<file path="src/rtl/spi_master_pkg.sv">
// spi_master_pkg: shared FSM state type and frame constants for the
// SPI master sequencer and its bit timer.
package spi_master_pkg;

   typedef enum logic [2:0] {
      IDLE,
      SETUP,
      SHIFT,
      HOLD,
      GAP
   } state_t;

   localparam logic RW_READ        = 1'b1;
   localparam int   FRAME_BITS     = 16;
   localparam int   DATA_FIRST_BIT = 8;

   function automatic int max_int(input int a, input int b);
      return (a > b) ? a : b;
   endfunction

endpackage

</file>
<file path="src/rtl/spi_bit_timer.sv">
// spi_bit_timer: half-period counter and bit index for the SHIFT phase.
// Ports: clk, reset, en (SHIFT active), rise/fall/sample strobes, idx.
module spi_bit_timer
   import spi_master_pkg::*;
#(
   parameter int HALF_PERIOD = 16
) (
   input  logic       clk,
   input  logic       reset,
   input  logic       en,
   output logic       rise,
   output logic       fall,
   output logic       sample,
   output logic [3:0] idx
);

   localparam int CW = $clog2(HALF_PERIOD);
   localparam logic [CW-1:0] HALF_LAST = CW'(HALF_PERIOD - 1);

   logic [CW-1:0] cnt;
   logic          high;
   logic          half_end;

   assign half_end = en && (cnt == HALF_LAST);
   assign rise     = half_end && !high;
   assign fall     = half_end && high;
   // Last cycle of the high half, data byte only.
   assign sample   = fall && (idx >= 4'(DATA_FIRST_BIT));

   always_ff @(posedge clk) begin
      if (reset || !en) begin
         cnt  <= '0;
         high <= 1'b0;
         idx  <= 4'd0;
      end else if (half_end) begin
         cnt  <= '0;
         high <= !high;
         if (high) idx <= idx + 4'd1;
      end else begin
         cnt <= cnt + CW'(1);
      end
   end

endmodule

</file>
<file path="src/rtl/spi_master_ctrl.sv">
// spi_master_ctrl: frames one read/write request as a 16-bit SPI mode-0
// transaction. Ports: req_* handshake in, rsp_* strobe out, SPI pins.
// Option SPI_MASTER_VERIFY_EN: writes are followed by a readback check.
module spi_master_ctrl
   import spi_master_pkg::*;
#(
   parameter int HALF_PERIOD = 16,
   parameter int CS_SETUP    = 16,
   parameter int CS_HOLD     = 16
) (
   input  logic       clk,
   input  logic       reset,
   input  logic       req_valid,
   output logic       req_ready,
   input  logic       req_write,
   input  logic [6:0] req_addr,
   input  logic [7:0] req_wdata,
   output logic       rsp_valid,
   output logic [7:0] rsp_rdata,
   output logic       verify_err,
   output logic       busy,
   output logic       sclk,
   output logic       cs,
   output logic       mosi,
   input  logic       miso
);

   localparam int PW =
      max_int(1, $clog2(max_int(CS_SETUP, CS_HOLD)));
   localparam logic [PW-1:0] SETUP_LAST = PW'(CS_SETUP - 1);
   localparam logic [PW-1:0] HOLD_LAST  = PW'(CS_HOLD - 1);

   state_t                state, next_state;
   logic [PW-1:0]         pcnt;
   logic                  phase_done;
   logic                  rise, fall, sample, last_bit;
   logic [3:0]            idx;
   logic                  sclk_lvl;
   logic [FRAME_BITS-1:0] frame, reload_frame;
   logic [7:0]            rx;
   logic                  write_q, rsp_pend;
   logic                  accept, again, reload;
   logic                  cs_d, sclk_d, mosi_d, ready_d, done_d;
   logic [7:0]            rdata_d;
   logic                  err_d;

   spi_bit_timer #(.HALF_PERIOD(HALF_PERIOD)) u_timer (
      .clk    (clk),
      .reset  (reset),
      .en     (state == SHIFT),
      .rise   (rise),
      .fall   (fall),
      .sample (sample),
      .idx    (idx)
   );

   assign accept     = req_valid && req_ready;
   assign phase_done = (state == SETUP) ? (pcnt == SETUP_LAST)
                                        : (pcnt == HOLD_LAST);
   assign last_bit   = fall && (idx == 4'(FRAME_BITS - 1));
   assign reload     = (state == GAP) && phase_done && again;

`ifdef SPI_MASTER_VERIFY_EN
   logic       vpass;
   logic [6:0] addr_q;
   logic [7:0] wdata_q;

   assign again        = write_q && !vpass;
   assign reload_frame = {addr_q, RW_READ, 8'h00};
   assign rdata_d      = rx;
   assign err_d        = write_q && (rx != wdata_q);

   always_ff @(posedge clk) begin
      if (reset)       vpass <= 1'b0;
      else if (accept) vpass <= 1'b0;
      else if (reload) vpass <= 1'b1;
   end

   always_ff @(posedge clk) begin
      if (accept) begin
         addr_q  <= req_addr;
         wdata_q <= req_wdata;
      end
   end
`else
   assign again        = 1'b0;
   assign reload_frame = frame;
   assign rdata_d      = write_q ? 8'h00 : rx;
   assign err_d        = 1'b0;
`endif

   // Datapath: frame capture and miso shift-in.
   always_ff @(posedge clk) begin
      if (accept) begin
         write_q <= req_write;
         frame   <= {req_addr,
                     req_write ? ~RW_READ : RW_READ,
                     req_write ? req_wdata : 8'h00};
      end else if (reload) begin
         frame <= reload_frame;
      end
      if (sample) rx <= {rx[6:0], miso};
   end

   // Phase counter restarts on every state change.
   always_ff @(posedge clk) begin
      if (reset || (state != next_state)) pcnt <= '0;
      else                                pcnt <= pcnt + PW'(1);
   end

   // sclk level inside SHIFT, one cycle ahead of the pin.
   always_ff @(posedge clk) begin
      if (reset || (state != SHIFT)) sclk_lvl <= 1'b0;
      else if (rise)                 sclk_lvl <= 1'b1;
      else if (fall)                 sclk_lvl <= 1'b0;
   end

   // State register and registered outputs.
   always_ff @(posedge clk) begin
      if (reset) begin
         state      <= IDLE;
         cs         <= 1'b1;
         sclk       <= 1'b0;
         mosi       <= 1'b0;
         req_ready  <= 1'b1;
         busy       <= 1'b0;
         rsp_pend   <= 1'b0;
         rsp_valid  <= 1'b0;
         rsp_rdata  <= 8'h00;
         verify_err <= 1'b0;
      end else begin
         state     <= next_state;
         cs        <= cs_d;
         sclk      <= sclk_d;
         mosi      <= mosi_d;
         req_ready <= ready_d;
         busy      <= !ready_d;
         rsp_pend  <= done_d;
         rsp_valid <= rsp_pend;
         if (rsp_pend) begin
            rsp_rdata  <= rdata_d;
            verify_err <= err_d;
         end
      end
   end

   always_comb begin
      next_state = state;
      unique case (state)
         IDLE:    if (accept)     next_state = SETUP;
         SETUP:   if (phase_done) next_state = SHIFT;
         SHIFT:   if (last_bit)   next_state = HOLD;
         HOLD:    if (phase_done) next_state = GAP;
         GAP:     if (phase_done) next_state = again ? SETUP : IDLE;
         default:                 next_state = IDLE;
      endcase
   end

   always_comb begin
      cs_d   = 1'b1;
      sclk_d = 1'b0;
      mosi_d = 1'b0;
      unique case (state)
         SETUP: begin
            cs_d   = 1'b0;
            mosi_d = frame[FRAME_BITS-1];
         end
         SHIFT: begin
            cs_d   = 1'b0;
            sclk_d = sclk_lvl;
            mosi_d = frame[4'(FRAME_BITS - 1) - idx];
         end
         HOLD:    cs_d = 1'b0;
         default: ;
      endcase
      ready_d = (next_state == IDLE);
      done_d  = (state == GAP) && (next_state == IDLE);
   end

endmodule
</file>
<file path="config.mk">
export PLATFORM = sky130hd
export DESIGN_NAME = spi_master_ctrl
export DESIGN_NICKNAME = d
export VERILOG_FILES = /design/src/rtl/spi_master_pkg.sv /design/src/rtl/spi_bit_timer.sv /design/src/rtl/spi_master_ctrl.sv
export SDC_FILE = /design/constraint.sdc
export NUM_CORES = 1
export LEC_CHECK = 0
export CORE_MARGIN = 5
export CORE_UTILIZATION = 40
export DETAILED_ROUTE_END_ITERATION = 12
export SETUP_SLACK_MARGIN = 0.05
export SLEW_MARGIN = 25
export SYNTH_ARGS = -nofsm -noshare
export SYNTH_HDL_FRONTEND = slang
export SYNTH_HIERARCHICAL = 1
export SYNTH_SLANG_ARGS = --single-unit
</file>
<file path="constraint.sdc">
create_clock -name clk -period 1.9 [get_ports clk]
set_input_delay 0.285 -clock clk [delete_from_list [all_inputs] [get_ports clk]]
set_output_delay 0.285 -clock clk [all_outputs]
set_load 0.02 [all_outputs]
</file>
==> metrics <==
status complete, no violations; Die X 85.2 um; # hold bufs at CTS 0; synth unique cells 40; PD cells 894 nW/um2; syn_nets 213; Yosys top cell by area edfxtp_1; Final setup viols 0; Clock Skew 0.00524 ns; CTS Root Cell clkbuf_8; DRT Pass-1 Iters 4; number of I/O pins 35; Clock Sinks 57; wire per inst 13.0 um; DR vias/cell 4.78; initial drt markers between 40 and 50; post-synthesis sequential area ratio between 60% and 70%; GRT Total Usage 12.1%; Critical Path AT 1.88 ns; Antenna Nets Post-Route 0; total grt overflow 0; worst path required time 2.11 ns; Post-synth top flop dfxtp_1; cells after synthesis between 150 and 200; FFs w/ async S/R, synth 0%; pre-CTS setup slack 0.119 ns; Min-Delay Path Depth 0; Mapped Area 2260 um2; critical path class reg -> reg; core area roughly 5500 um2; final wirelength ~4100 um; LEAKAGE 1.07 nW; fin crit share 88.3%; max frequency around 600 MHz; setup TNS 0 ns; # H-tree levels 3; Syn Area/Cell ~12 um2; routed via count 1492; input/output buffers 33; global-route wire length before repair 6730 um; clk slew on worst S/H paths 0.07 ns; worst vdd rail ir drop 0.000545 V; dpl hpwl approximately 2800 um; worst-case clock buffer depth 2; Die H 85.2 um; layout cells sized above 1 between 10% and 20%; cts bufs inserted 9; vias in the first global route 1416; worst setup margin approximately 0.22 ns; FP Rows 27; Synth area leaders edfxtp_1, dfxtp_1, mux4_2, a21oi_1, nor2b_1; R2R depth 7; initial antenna violation count 0; Antenna Cells 0; CTS tree built; Synth-to-Final Area Change 30.7%; largest net degree at the start of global routing 18; crit path time final 1.68 ns; max-cap violations 0; Slew Viols, Final 0; number of synthesized flops with an enable pin 25; synth warn 6; CP Launch Type flip-flop; gpl congestion between 0.6 and 0.7; RSZ-0062 raised after global routing no; Synth top area share 33.2%; Hold Path Class reg -> reg; drt drc 0; Seq cells post-synth 57; Max FO, Critical Path 4; Initial Util 41.1%; crit end category flip-flop; full die area 7260 um2; Worst-Skew Late Latency 0.33 ns; post-layout net count 259; endpoints failing hold 0; worst slew pin tran 0.536 ns; worst rel slew slack 64.2%
==> flip-flops by register name, indices dropped and copies added (netlist names) <==
signal        cells
busy              1
cs                1
rsp_valid         1
u_timer/cnt       4
mosi              1
frame            16
u_timer/idx       4
state             3
rx                8
rsp_pend          1
u_timer/high      1
req_ready         1
write_q           1
pcnt              4
rsp_rdata         8
sclk_lvl          1
sclk              1
==> logic make-up after synthesis <==
logic type,after synthesis,synth area share (%)
compound gates,28,7.58
other cells,1,0.166
simple gates,72,18.9
xor+xnor,5,1.94
mux,5,4.43
fa+ha+maj,4,2.21
flops,57,61.5
buf+inv,17,3.21
==> cell usage after synthesis, types with 5 or more instances <==
library cell   n
nand2_1        7
dfxtp_1       32
nor2_1        13
inv_1          8
nor2b_1       11
and2_1        10
edfxtp_1      25
nand3_1        5
a21oi_1       15
==> critical path, cell delays in order (launching register included) <==
cell and delay [ns]:
dfxtp_1 0.38, ha_2 0.26, nand3_4 0.07, nor2_1 0.19, nand2_1 0.08, o22ai_1 0.19, nor3b_4 0.29, a2111oi_0 0.10
==> per-layer routing <==
layer  part of all wire [%]  wire, um  vias to the layer above  GRT usage, %
li1                       -         -                      762             -
met1                     45      1830                      687          15.0
met2                     47      1910                       37          17.4
met3                    6.1       246                        6          3.79
met4                    1.6        65                        0          8.78
met5                      0         0                        -             0
==> cell type report <==
type | instances | area, um2
clock buffers | 10 | 149
clock inverters | 6 | 65.1
repair buffers | 44 | 413
well taps | 72 | 90.1
fillers | 511 | 2550
flip-flops and latches | 57 | 1390
multi-input cells | 115 | 816
inverters | 8 | 30.0
==> power breakdown <==
group / total, mW / internal, mW / switching (mW)
sequential: 1.33 / 1.32 / 0.0138
combinational: 0.134 / 0.0772 / 0.0573
clock: 1.17 / 0.684 / 0.491
total: 2.64 / 2.08 / 0.562
==> layout by cell type, fill, tap and decap left out, types with 2 or more instances in the layout <==
master and n:
o21a_1 2, dfxtp_1 32, nor2_1 13, buf_4 11
edfxtp_1 25, nor3_1 2, inv_1 8, and2_1 10
nor4b_1 2, xnor2_1 3, nand3_1 5, nand4b_1 3
clkinv_4 2, a21oi_1 15, ha_1 3, clkdlybuf4s50_1 33
nand3b_1 2, clkbuf_8 9, nor4_1 2, or3_2 2
clkinv_2 2, o21ai_0 3, nand2_1 7, xor2_1 2
o2111ai_1 2, mux4_2 4, nand2b_1 4, nor2b_1 11
and3_2 2
==> through the flow <==
stage	power, mW	cells	hold slack [ns]	instance area [um2]	utilization [%]
floorplan	1.42	189	0.384	2270	-
global route	2.75	312	0.460	2950	53.6
detailed placement	1.49	296	0.433	2730	49.6
global placement	1.49	296	0.437	2730	49.6
CTS	2.68	312	0.450	2950	53.5
finish	2.64	312	0.449	2950	53.6
==> worst paths after layout <==
kind                                  start                 end  slack, ns
hold reg to reg             rx[1]$_DFFE_PP_     rx[2]$_DFFE_PP_       0.45
setup / recovery  u_timer/cnt[0]$_SDFF_PP0_  pcnt[2]$_SDFF_PP0_       0.22
setup reg to reg  u_timer/cnt[0]$_SDFF_PP0_  pcnt[2]$_SDFF_PP0_       0.22
hold / removal              rx[1]$_DFFE_PP_     rx[2]$_DFFE_PP_       0.45
==> what timing repair did <==
action	4_1_cts	5_1_grt
setup buffers	0	0
endpoints found under the setup margin	0	4
resized for setup	0	2
No activity file was read; power rests on OpenSTA's default activity.
